<file path="src/rtl/debounce_pkg.sv">
// debounce_pkg: state encoding and default parameters shared by the debounce_sync slice
package debounce_pkg;
    typedef enum logic [1:0] {
        IDLE_LO = 2'b00,
        WAIT_HI = 2'b01,
        IDLE_HI = 2'b11,
        WAIT_LO = 2'b10
    } state_t;
    localparam int DEF_SYNC_STAGES   = 2;
    localparam int DEF_STABLE_CYCLES = 50000;
    localparam int DEF_CNT_W         = 16;
endpackage

</file>
<file path="src/rtl/debounce_sync_chain.sv">
// sync_chain: plain flop chain bringing an asynchronous level into the clk domain
module sync_chain
    import debounce_pkg::*;
#(
    parameter int SYNC_STAGES = DEF_SYNC_STAGES
) (
    input  logic clk,
    input  logic rst,
    input  logic d,
    output logic q
);
    logic [SYNC_STAGES-1:0] r;
    if (SYNC_STAGES < 2 || SYNC_STAGES > 4) begin : g_bad_stages
        $error("sync_chain: SYNC_STAGES must be 2..4");
    end
    always_ff @(posedge clk) begin
        if (rst) r <= '0;
        else     r <= {r[SYNC_STAGES-2:0], d};
    end
    assign q = r[SYNC_STAGES-1];
endmodule

</file>
<file path="src/rtl/debounce_sync.sv">
// debounce_sync: synchronise, debounce and edge-detect a raw level; DEBOUNCE_BUSY_EN adds a busy output
module debounce_sync
    import debounce_pkg::*;
#(
    parameter int SYNC_STAGES   = DEF_SYNC_STAGES,
    parameter int STABLE_CYCLES = DEF_STABLE_CYCLES,
    parameter int CNT_W         = DEF_CNT_W
) (
    input  logic clk,
    input  logic rst,
    input  logic din_async,
    output logic dout,
    output logic rise_pulse,
    output logic fall_pulse
`ifdef DEBOUNCE_BUSY_EN
    ,
    output logic busy
`endif
);
    if (STABLE_CYCLES < 2 || 2 ** CNT_W <= STABLE_CYCLES) begin : g_bad_cfg
        $error("debounce_sync: need STABLE_CYCLES >= 2 and 2**CNT_W > STABLE_CYCLES");
    end
    state_t           state, state_n;
    logic [CNT_W-1:0] cnt, cnt_n;
    logic             s, rise_n, fall_n, idle, cur;
    sync_chain #(.SYNC_STAGES(SYNC_STAGES)) u_sync (
        .clk(clk),
        .rst(rst),
        .d  (din_async),
        .q  (s)
    );
    // the encoding puts the debounced level in bit 1 and "waiting" in bit1^bit0
    assign cur  = state[1];
    assign idle = ~(state[1] ^ state[0]);
    assign dout = cur;
    always_comb begin
        state_n = state;
        cnt_n   = '0;
        rise_n  = 1'b0;
        fall_n  = 1'b0;
        if (idle) begin
            state_n = (s != cur) ? (cur ? WAIT_LO : WAIT_HI) : state;
            cnt_n   = (s != cur) ? CNT_W'(1) : '0;
        end else if (s == cur) begin
            state_n = cur ? IDLE_HI : IDLE_LO;
        end else if (cnt == CNT_W'(STABLE_CYCLES - 1)) begin
            state_n = cur ? IDLE_LO : IDLE_HI;
            rise_n  = ~cur;
            fall_n  = cur;
        end else begin
            cnt_n = cnt + 1'b1;
        end
    end
    always_ff @(posedge clk) begin
        if (rst) begin
            state      <= IDLE_LO;
            cnt        <= '0;
            rise_pulse <= 1'b0;
            fall_pulse <= 1'b0;
        end else begin
            state      <= state_n;
            cnt        <= cnt_n;
            rise_pulse <= rise_n;
            fall_pulse <= fall_n;
        end
    end
`ifdef DEBOUNCE_BUSY_EN
    always_ff @(posedge clk) begin
        if (rst) busy <= 1'b0;
        else     busy <= state_n[1] ^ state_n[0];
    end
`endif
endmodule

</file>
<file path="config.mk">
export PLATFORM = sky130hd
export DESIGN_NAME = debounce_sync
export DESIGN_NICKNAME = d
export VERILOG_FILES = /design/src/rtl/debounce_pkg.sv /design/src/rtl/debounce_sync_chain.sv /design/src/rtl/debounce_sync.sv
export SDC_FILE = /design/constraint.sdc
export NUM_CORES = 1
export LEC_CHECK = 0
export CAP_MARGIN = 20
export CORE_MARGIN = 3
export CORE_UTILIZATION = 63
export DETAILED_ROUTE_END_ITERATION = 8
export DONT_BUFFER_PORTS = 1
export GPL_TIMING_DRIVEN = 1
export PLACE_DENSITY = 0.79
export SLEW_MARGIN = 20
export SYNTH_ARGS = -nofsm -noshare
export SYNTH_HDL_FRONTEND = slang
export SYNTH_SLANG_ARGS = --single-unit
</file>
<file path="constraint.sdc">
create_clock -name clk -period 4.2 [get_ports clk]
set_clock_uncertainty 0.15 [all_clocks]
set_input_delay 0.84 -clock clk [delete_from_list [all_inputs] [get_ports clk]]
set_output_delay 0.84 -clock clk [all_outputs]
set_load 0.005 [all_outputs]
</file>
==> metrics.cfg <==
[clocking]
cts_setup_buffers = 0
cts_hold_buf = 0
cts_sinks = 22
cts_root_buf = clkbuf_4
clk_pin_slew_ps = 120
htree_levels = 1
numCtsBuffers = 3
cts_resized = 0
worstSkewPairLatency_ps = 310
clk_path_buf_depth = 2
cts_tree = built

[routing]
routed_wl_mm = 1.79
detail_route.first_pass.iterations = 4
routed_via_density = 6.02
dr_total_vias = 740
wl_per_cell_um = 14.6
ant_nets = 0
drc_errors = 0
drtIter0Drc = 18

[layout]
n_fill_cell = 119
stdcell_count = 123
mostFrequentLayoutCells = dfxtp_1 (22), xnor2_1 (11), nor2_4 (10), nor2_1 (8), nand3_1 (7)
layout_commonest_cell = dfxtp_1
nets = 113
final_util = 0.703
antenna_cells = 0
drive_gt1_frac = 0.187
syn_to_final_growth_pct = 1.64

[setup_path]
reg2reg_depth = 5
cp.arrival_ps = 2030
crit_required_ps = 4240
critPathLaunchType = flop
setup.worst_path.class = reg2reg
critPathMaxFanout = 14
end_kind = flop

[synthesis]
synth_edf_count = 0
synth_cells = 106
async_flop_share = 0
synth-seq-cells = 22
ys_types = 30
synthFlopType = dfxtp_1
yosysWarnings = 0
synthTopCellsByArea = dfxtp_1 (41%), nor2_4 (11%), xnor2_1 (9.0%)
syn_area_sq_um = 1070
synth-seq-area-share = 0.413
synth_nets = 110
synth_top_area_frac = 0.413
avgSynthCellArea_sq_um = 10.1
synth_top_area_cell = dfxtp_1

[power_and_ir_drop]
p_int_mw = 0.245
switchingPower_mw = 0.0659
pwr-share-comb = 0.008
p_sw_frac = 0.212
powerDensity_nw_per_um2 = 287
ir_worst_vdd_mv = 0.203
power_frac_clock = 0.312
p_leak_nw = 0.300
p_seq_frac = 0.680

[timing]
setup_viol = 0
worstMarginPinSlew_ps = 581
relSlewSlack = 0.611
period_share = 0.474
tns_ps = 0
rsz0062_at_grt = false
min_period_ps = 1990
drv_slew = 0
max_freq_mhz = 502
hold_viol = 0

[floorplan]
dieArea_sq_um = 2220
core_area_sq_um = 1540
num_io_pins = 6
die_h_um = 47.1
die_w_um = 47.1
initial_core_util = 0.692
rows = 14

[place]
dp_hpwl_mm = 1.27
io_buffer_count = 0
dpl.cell_count = 120
gp_congestion = 0.743

[hold_path]
hold_depth = 1
hold_class = reg2reg

[global_routing]
grt_overflow = 0
antenna_found_initial = 0
grt_pass1_wl_mm = 3.03
grt_pass1_vias = 683
grt_max_degree = 15
track_usage = 0.200

[job]
maxCapViolCount = 0

[outcome]
outcome = completed

-- worst paths after layout --
kind	startpoint	end	slack, ps
setup / recovery	cnt[0]	cnt[12]	2210
hold / removal	u_sync.r[0]	u_sync.r[1]	310
setup reg to reg	cnt[0]	cnt[12]	2210
hold reg to reg	u_sync.r[0]	u_sync.r[1]	310
-- synth_stat cells (2+ instances only) --
cell type,number
dfxtp_1,22
xnor2_1,11
nor2_4,10
nor2_1,8
nand3_1,7
inv_1,6
nor3_1,6
and3_1,3
nand2_1,3
nand4_1,3
nor2b_1,3
xor2_1,3
nor4_1,2
nor4_2,2
o211ai_1,2
-- layout make-up --
cell class / instances / area (sq um) / area share
Sequential cell: 22 / 440 / 0.406
Clock buffer: 3 / 22.5 / 0.0208
Multi-Input combinational cell: 76 / 578 / 0.533
Tap cell: 16 / 20.0 / 0.0185
Inverter: 6 / 22.5 / 0.0208
-- power by group through the flow --
stage	sequential (mW)	combinational, mW	clock, mW
detailed placement	0.216	0.00251	0
floorplan	0.216	0.00225	0
global placement	0.216	0.00238	0
global route	0.212	0.00285	0.105
finish	0.211	0.00246	0.0969
CTS	0.211	0.00248	0.0964
-- routing by layer --
layer | GRT usage | up-vias | wire length, um
met4 | 0.138 | 0 | 56
met3 | 0.0498 | 5 | 41
li1 | - | 371 | -
met1 | 0.250 | 356 | 860
met2 | 0.301 | 8 | 832
met5 | 0 | - | 0
-- critical path: stages, from the launching register on --
cell and delay, ps:
dfxtp_1 400, ha_1 270, and4b_1 260, nand4_2 180, nand2_2 500, nor2_1 110
-- cell families after synthesis --
family                   Yosys count  synth area share
adder cells (fa/ha/maj)            1            0.0117
AND/OR/NAND/NOR                   54             0.367
AO/OA/AOI/OAI                      7            0.0481
buffers and inverters              8            0.0446
XOR/XNOR                          14             0.115
flip-flops                        22             0.413
-- per-stage QoR --
stage          hold slack, ps  instance area [sq um]  power (mW)  worst slack, ps
6_report                  308                   1080       0.311             2210
5_1_grt                   320                   1080       0.319             2010
4_1_cts                   312                   1080       0.310             2190
3_5_place_dp              283                   1060       0.218             2200
3_3_place_gp              287                   1060       0.218             2290
2_1_floorplan             264                   1070       0.218             2570
-- flip-flops by register name (all words and copies together), names as in the netlist --
| register | flops |
|---|---|
| cnt | 16 |
| fall_pulse | 1 |
| rise_pulse | 1 |
| state | 2 |
| u_sync.r | 2 |
Power figures use the tool's default switching activity.
